`config.mk`:
```
export PLATFORM = sky130hd
export DESIGN_NAME = pipe_perf_monitor
export DESIGN_NICKNAME = d
export VERILOG_FILES = /design/src/rtl/pipe_perf_monitor.sv
export SDC_FILE = /design/constraint.sdc
export NUM_CORES = 1
export LEC_CHECK = 0
export ABC_AREA = 1
export CORE_MARGIN = 8
export CORE_UTILIZATION = 40
export CTS_BUF_LIST = sky130_fd_sc_hd__clkbuf_8
export CTS_CLUSTER_SIZE = 24
export DETAILED_ROUTE_END_ITERATION = 8
export GPL_TIMING_DRIVEN = 0
export PLACE_DENSITY = 0.71
export SYNTH_ARGS = -nofsm -noshare
export SYNTH_HDL_FRONTEND = slang
export SYNTH_SLANG_ARGS = --single-unit
```
`constraint.sdc`:
```
create_clock -name clk_i -period 2.35 [get_ports clk_i]
set_input_delay 0.47 -clock clk_i [delete_from_list [all_inputs] [get_ports clk_i]]
set_output_delay 0.47 -clock clk_i [all_outputs]
set_load 0.02 [all_outputs]
```
`src/rtl/pipe_perf_monitor.sv`:
```
// Pipeline performance monitor: counts RUN cycles, stalls, flushes and retires, with a
// request/acknowledge snapshot port. Define PERF_RETIRE_EN to build the retire counter.
module pipe_perf_monitor #(
  parameter int CNT_W       = 32,
  parameter int CYCLE_LIMIT = 64
) (
  input  logic             clk_i,
  input  logic             rst_i,
  input  logic             start_i,
  input  logic             clr_i,
  input  logic             stall_i,
  input  logic             branch_i,
  input  logic             flush_i,
  input  logic             retire_i,
  input  logic             snap_req_i,
  input  logic             snap_ack_i,
  output logic             snap_valid_o,
  output logic [CNT_W-1:0] snap_cycle_o,
  output logic [CNT_W-1:0] snap_stall_o,
  output logic [CNT_W-1:0] snap_flush_o,
  output logic [CNT_W-1:0] snap_retire_o,
  output logic             running_o,
  output logic             halted_o
);

  typedef enum logic [1:0] {IDLE, RUN, HALT} state_t;

  localparam logic [CNT_W-1:0] CNT_MAX = {CNT_W{1'b1}};
  localparam logic [CNT_W-1:0] CNT_ONE = {{(CNT_W-1){1'b0}}, 1'b1};

  state_t           state;
  state_t           state_next;
  logic [CNT_W-1:0] cycle_cnt;
  logic [CNT_W-1:0] stall_cnt;
  logic [CNT_W-1:0] flush_cnt;
  logic [CNT_W-1:0] cycle_next;
  logic             limit_hit;
  logic             capture;

  function automatic logic [CNT_W-1:0] sat_inc(input logic [CNT_W-1:0] v, input logic en);
    return (en && (v != CNT_MAX)) ? v + CNT_ONE : v;
  endfunction

  // Compare in a 64-bit domain so a limit wider than the counter can never alias.
  assign cycle_next = sat_inc(cycle_cnt, 1'b1);
  assign limit_hit  = (CYCLE_LIMIT != 0) && (64'(cycle_next) == 64'(CYCLE_LIMIT));
  assign capture    = snap_req_i && (!snap_valid_o || snap_ack_i);

  always_comb begin
    state_next = state;
    if (clr_i) begin
      state_next = IDLE;
    end else begin
      case (state)
        IDLE:    if (start_i) state_next = RUN;
        RUN:     if (limit_hit) state_next = HALT;
        HALT:    state_next = HALT;
        default: state_next = IDLE;
      endcase
    end
  end

  // Status flags are flopped from the next-state decode so they carry no input paths.
  always_ff @(posedge clk_i or negedge rst_i) begin
    if (!rst_i) begin
      state     <= IDLE;
      running_o <= 1'b0;
      halted_o  <= 1'b0;
    end else begin
      state     <= state_next;
      running_o <= (state_next == RUN);
      halted_o  <= (state_next == HALT);
    end
  end

  always_ff @(posedge clk_i or negedge rst_i) begin
    if (!rst_i) begin
      cycle_cnt <= '0;
      stall_cnt <= '0;
      flush_cnt <= '0;
    end else if (clr_i) begin
      cycle_cnt <= '0;
      stall_cnt <= '0;
      flush_cnt <= '0;
    end else if (state == RUN) begin
      cycle_cnt <= cycle_next;
      stall_cnt <= sat_inc(stall_cnt, stall_i && !branch_i);
      flush_cnt <= sat_inc(flush_cnt, flush_i);
    end
  end

  // Snapshot captures pre-update counter values and is untouched by clr_i.
  always_ff @(posedge clk_i or negedge rst_i) begin
    if (!rst_i) begin
      snap_valid_o <= 1'b0;
      snap_cycle_o <= '0;
      snap_stall_o <= '0;
      snap_flush_o <= '0;
    end else if (capture) begin
      snap_valid_o <= 1'b1;
      snap_cycle_o <= cycle_cnt;
      snap_stall_o <= stall_cnt;
      snap_flush_o <= flush_cnt;
    end else if (snap_ack_i) begin
      snap_valid_o <= 1'b0;
    end
  end

`ifdef PERF_RETIRE_EN
  logic [CNT_W-1:0] retire_cnt;

  always_ff @(posedge clk_i or negedge rst_i) begin
    if (!rst_i) begin
      retire_cnt <= '0;
    end else if (clr_i) begin
      retire_cnt <= '0;
    end else if (state == RUN) begin
      retire_cnt <= sat_inc(retire_cnt, retire_i);
    end
  end

  always_ff @(posedge clk_i or negedge rst_i) begin
    if (!rst_i) begin
      snap_retire_o <= '0;
    end else if (capture) begin
      snap_retire_o <= retire_cnt;
    end
  end
`else
  logic unused_retire;
  assign unused_retire = retire_i;
  assign snap_retire_o = '0;
`endif

endmodule
```
Word-level counts from Yosys, hierarchy flattened
Cells that the tools add are included.

storage, ports and cells
  bits in registers = 197
  output and inout bits = 131

cells by class
  add/subtract/negate cells = 3
  equal/unequal tests = 8
  reductions and logical operators = 14
  multiplexer cells = 15

operators by type and width
  kind                                                                    count
  32-bit two-way mux                                                      9
  32-bit by 1-bit adder with 32-bit output, second input constant         3
  32-bit inequality test, second input constant                           3
  32-bit by 7-bit equality test with 1-bit output, second input constant  1
  2-bit nonzero test                                                      4
  2-bit two-way mux                                                       3
  2-bit one-hot mux with 3 select lines                                   1
  2-bit by 1-bit equality test with 1-bit output, second input constant   2
  2-bit equality test, second input constant                              2
  1-bit logical AND                                                       4
  2-bit AND reduction                                                     2
  1-bit zero test                                                         2
  2-bit zero test                                                         1
  1-bit two-way mux                                                       2
  1-bit logical OR                                                        1

Depth between registers and ports, before layout
  word-level depth = 7
  gate-level depth with buffers = 16

Worst setup path after synthesis
Ideal clock, no wire load.

  kind = register -> register
  start = register cycle_cnt[0]
  end = register running_o
  arrival time = 1.917 ns
  stages on the path, launching flop included = 17
  period minus slack after synthesis = 2.049 ns
  buffers on the path = 1
  setup time = 0.132 ns
  path slack = 0.301 ns
  cells stage by stage = dfrtp_1 -> ha_1 -> nand2_2 -> nor2_4 -> nand2_4 -> nor2_8 -> nand2_4 -> clkinv_4 -> buf_8 -> nor2_1 -> nand2_1 -> nor2_1 -> nand2_1 -> nor2_1 -> nand3_1 -> nand2_1 -> nor2_1

on the way
  word-level cells in the longest chain between the ends = 7

ends and longest elaborated chain
  what                                                                                line  source
  start, declared                                                                     33    logic [CNT_W-1:0] cycle_cnt;
  start signal, assigned                                                              86    cycle_cnt <= cycle_next;
  32-bit by 1-bit adder with 32-bit output or 32-bit inequality test (tied branches)  41    return (en && (v != CNT_MAX)) ? v + CNT_ONE : v;
  32-bit two-way mux *                                                                41
  32-bit by 7-bit equality test with 1-bit output *                                   46    assign limit_hit = (CYCLE_LIMIT != 0) && (64'(cycle_next) == 64'(CYCLE_LIMIT));
  2-bit two-way mux *                                                                 56    RUN: if (limit_hit) state_next = HALT;
  2-bit one-hot mux with 3 select lines *                                             54    case (state)
  2-bit two-way mux *                                                                 51    if (clr_i) begin
  2-bit by 1-bit equality test with 1-bit output *                                    71    running_o <= (state_next == RUN);
  end signal, assigned                                                                71
  end, declared                                                                       22    output logic running_o,

Mark *: on every way between the ends. The rest lies on a longest branch, timed or not.
A chain may end at the register's enable or synchronous reset.

Final worst setup path
Same ends and word-level chain as after synthesis.

==> parameters.txt <==
Parameter                              Value

Synthesis
  Post-synth top cells    sky130_fd_sc_hd__nand2_1, sky130_fd_sc_hd__dfrtp_1, sky130_fd_sc_hd__nor2_1, sky130_fd_sc_hd__o21ai_0, sky130_fd_sc_hd__inv_1
  Share of the synthesized area in the top cell type    between 40% and 50%
  Most instantiated library cell after synthesis    sky130_fd_sc_hd__nand2_1
  Most instantiated flip-flop cell in the synthesis netlist    sky130_fd_sc_hd__dfrtp_1
  Cell type with the highest aggregate area in the netlist    sky130_fd_sc_hd__dfrtp_1
  Top post-synthesis cells by area    sky130_fd_sc_hd__dfrtp_1, sky130_fd_sc_hd__nand2_1, sky130_fd_sc_hd__o21ai_0, sky130_fd_sc_hd__nor2_1, sky130_fd_sc_hd__inv_1
  Number of standard cells after synthesis    about 1.3k
  Synthesis-stage register bit count    197
  Async set-reset flop share out of synthesis    100%
  Distinct cell type count after synthesis    between 40 and 50
  EDFF count, synth    0
  Netlist area before placement    roughly 10000 sq um
  Seq/Total Area, Yosys    between 40% and 50%
  Mean area per synthesized cell    ~7.8 sq um
  Synthesis warning total    0

Timing
  Slew at the pin with the worst max-slew slack    around 930 ps
  Final worst slack    57.5 ps
  Final clock period utilization by the worst path    about 98%
  Tightest slew margin relative to the limit    approximately two fifths
  Hold_ws    ~13 ps
  Final number of hold-violating endpoints    0
  Minimum clock period    around 2300 ps
  Final count of pins violating max slew    0
  Setup violators final    0
  Highest clock frequency the design can meet    436 MHz
  Worst-case clock skew    29.4 ps

Route
  Antenna-violating nets left    0
  Remaining design rule violation count    0
  Final wirelength    roughly 31000 um
  Vias post-DR    around 9.5k
  Avg WL per Cell    around 17 um
  Vias per inst    a little over 5
  Drt first-iter violations    740
  First-pass iteration count of the detailed router    6

Worst setup path
  Required time of the worst setup path    about 2700 ps
  Crit start category    flop
  Worst setup EP type    flop
  CP max FO    10
  Data arrival at the endpoint of the critical path    2630 ps
  Register-to-Register Path Depth    16
  Category of the most critical setup path    reg2reg

GRT
  Antenna violations before repair    0
  Global-route met2 utilization    30.5%
  Number of global-route vias before repair    ~9.1k
  GR Util All Layers    19.6%
  GR Util met1    ~28%
  Residual overflow from global routing    0
  Pin count of the biggest net entering global routing    between 100 and 150
  Wire length of the first global-routing pass    49000 um
  Peak-usage layer in the global routing report    met2
  M3 GR Usage    3.56%

Clock tree
  Clock tree from TritonCTS    yes
  Number of buffers inserted during clock tree synthesis    17
  H-Tree Level Count    4
  Num Clock Sinks    197
  Worst-Skew Late Latency    ~490 ps
  Cell chosen for the clock root    sky130_fd_sc_hd__clkbuf_8
  Clock slew at reported path FFs    between 100 and 150 ps
  Buffers from clock root to sink, at most    2
  Cts hold-fix bufs    0

Placed design
  PortBufs    between 100 and 150
  Post-place instance area    roughly 12000 sq um
  Post-place setup slack    -470 ps
  GP Congestion    0.933
  DP Wirelength    23400 um

Die
  Area of the die    between 30000 and 40000 sq um
  Core region area    ~26000 sq um
  # rows    59
  Horiz. Die Dim    177 um
  Top-level port count    141
  Die height    177 um
  Initial Utilization    about 40%

Cells and area
  Number of nets in the layout    approximately 1.5k
  Area growth syn-to-layout    22.3%
  Number of fillers in the final layout    ~2.6k
  Share of cells above drive strength 1    a little under an eighth
  # diodes    0
  Sequential cell area    4930 sq um
  Final non-filler cell area    about 13000 sq um
  Area used by multi-input combinational logic    about 4800 sq um
  Post-Route Utilization    49.2%

Outcome
  Status    completed

Power
  Leak pwr    between 5 and 6 nW
  Power, Total    6.29 mW
  Max IR drop VDD    roughly 320 uV
  Ratio of total power to cell area    496 nW/um^2

Job
  Max-cap viol count    0

Worst hold path
  Hold Path Class    in2async
-- what timing repair did --
item	4_1_cts	5_1_grt
pin swaps	1	6
buffers inserted	5	5
resized for setup	7	48
setup endpoints to repair	4	33
-- critical path: stages, from the launching register on --
cell	delay [ps]
sky130_fd_sc_hd__dfrtp_2	440
sky130_fd_sc_hd__ha_4	170
sky130_fd_sc_hd__nand2_2	70
sky130_fd_sc_hd__nor2_4	60
sky130_fd_sc_hd__nand2_4	120
sky130_fd_sc_hd__nor2_8	70
sky130_fd_sc_hd__nand2_4	110
sky130_fd_sc_hd__inv_8	50
sky130_fd_sc_hd__buf_12	150
sky130_fd_sc_hd__nor3_4	270
sky130_fd_sc_hd__nand2_1	120
sky130_fd_sc_hd__nor2_2	120
sky130_fd_sc_hd__nand2_1	60
sky130_fd_sc_hd__nor2_1	100
sky130_fd_sc_hd__nand3_1	90
sky130_fd_sc_hd__nand2_2	80
sky130_fd_sc_hd__nor2_2	50
-- logic make-up after synthesis --
kind of cell	Yosys count	share of synthesized area [%]
AND/OR/NAND/NOR	690	29.4
buffers and inverters	203	9.03
AO/OA/AOI/OAI	199	10.4
flip-flops	197	47.6
XOR/XNOR	28	2.37
multiplexers	8	0.869
adder cells (fa/ha/maj)	3	0.362
other	1	0.0362
-- power breakdown --
part	switching [mW]	internal, mW	total, mW
sequential	0.0127	3.40	3.42
clock	1.38	1.00	2.38
combinational	0.359	0.130	0.490
-- flip-flops by register name, summed over array words and instances (netlist names) --
signal and flops:
cycle_cnt 32, state 2, stall_cnt 32, flush_cnt 32, snap_flush_o 32, halted_o 1, snap_stall_o 32, snap_valid_o 1
snap_cycle_o 32, running_o 1
-- per-layer routing --
layer | part of all wire [%] | up-vias
li1 | - | 4629
met1 | 47 | 4537
met2 | 45 | 308
met3 | 6.5 | 40
met4 | 1.7 | 0
met5 | 0 | -
-- final timing paths --
| check | from | end | slack, ps |
|---|---|---|---|
| max | cycle_cnt[0] | running_o | 60 |
| min | rst_i | snap_flush_o[10] | 10 |
| max reg2reg | cycle_cnt[0] | running_o | 60 |
| min reg2reg | snap_cycle_o[3] | snap_cycle_o[3] | 500 |
| max in group asynchronous | rst_i | stall_cnt[20] | 1360 |
| min in group clk_i | snap_cycle_o[3] | snap_cycle_o[3] | 500 |
-- cell type report --
type                            count  share of cell area, %
Inverter                          129                   3.91
Sequential cell                   197                   38.9
Multi-Input combinational cell    960                   37.6
Buffer                             74                   3.58
Clock buffer                       17                   1.85
Clock inverter                     15                   1.49
Timing Repair Buffer              118                   9.30
Tap cell                          335                   3.31
-- through the flow --
| step | setup TNS (ps) | cells |
|---|---|---|
| floorplan | 0 | 1360 |
| global placement | -1546410 | 1802 |
| detailed placement | -21570 | 1803 |
| CTS | -52.0 | 1840 |
| global route | -53.4 | 1845 |
| finish | 0 | 1845 |
-- placed cells by master (no fill, tap or decap), drive strengths merged --
cell type,instances
a21oi,22
a22oi,1
a31oi,1
buf,53
bufinv,2
clkbuf,50
clkdlybuf4s50,106
clkinv,4
clkinvlp,2
conb,32
dfrtp,197
ha,3
inv,136
mux2,8
nand2,367
nand3,63
nand4,31
nor2,158
nor3,52
nor3b,5
nor4,12
o21a,1
o21ai,130
o22ai,29
o31ai,15
or2,2
xnor2,1
xor2,27
Note: power is estimated with default switching activity, not from simulation.
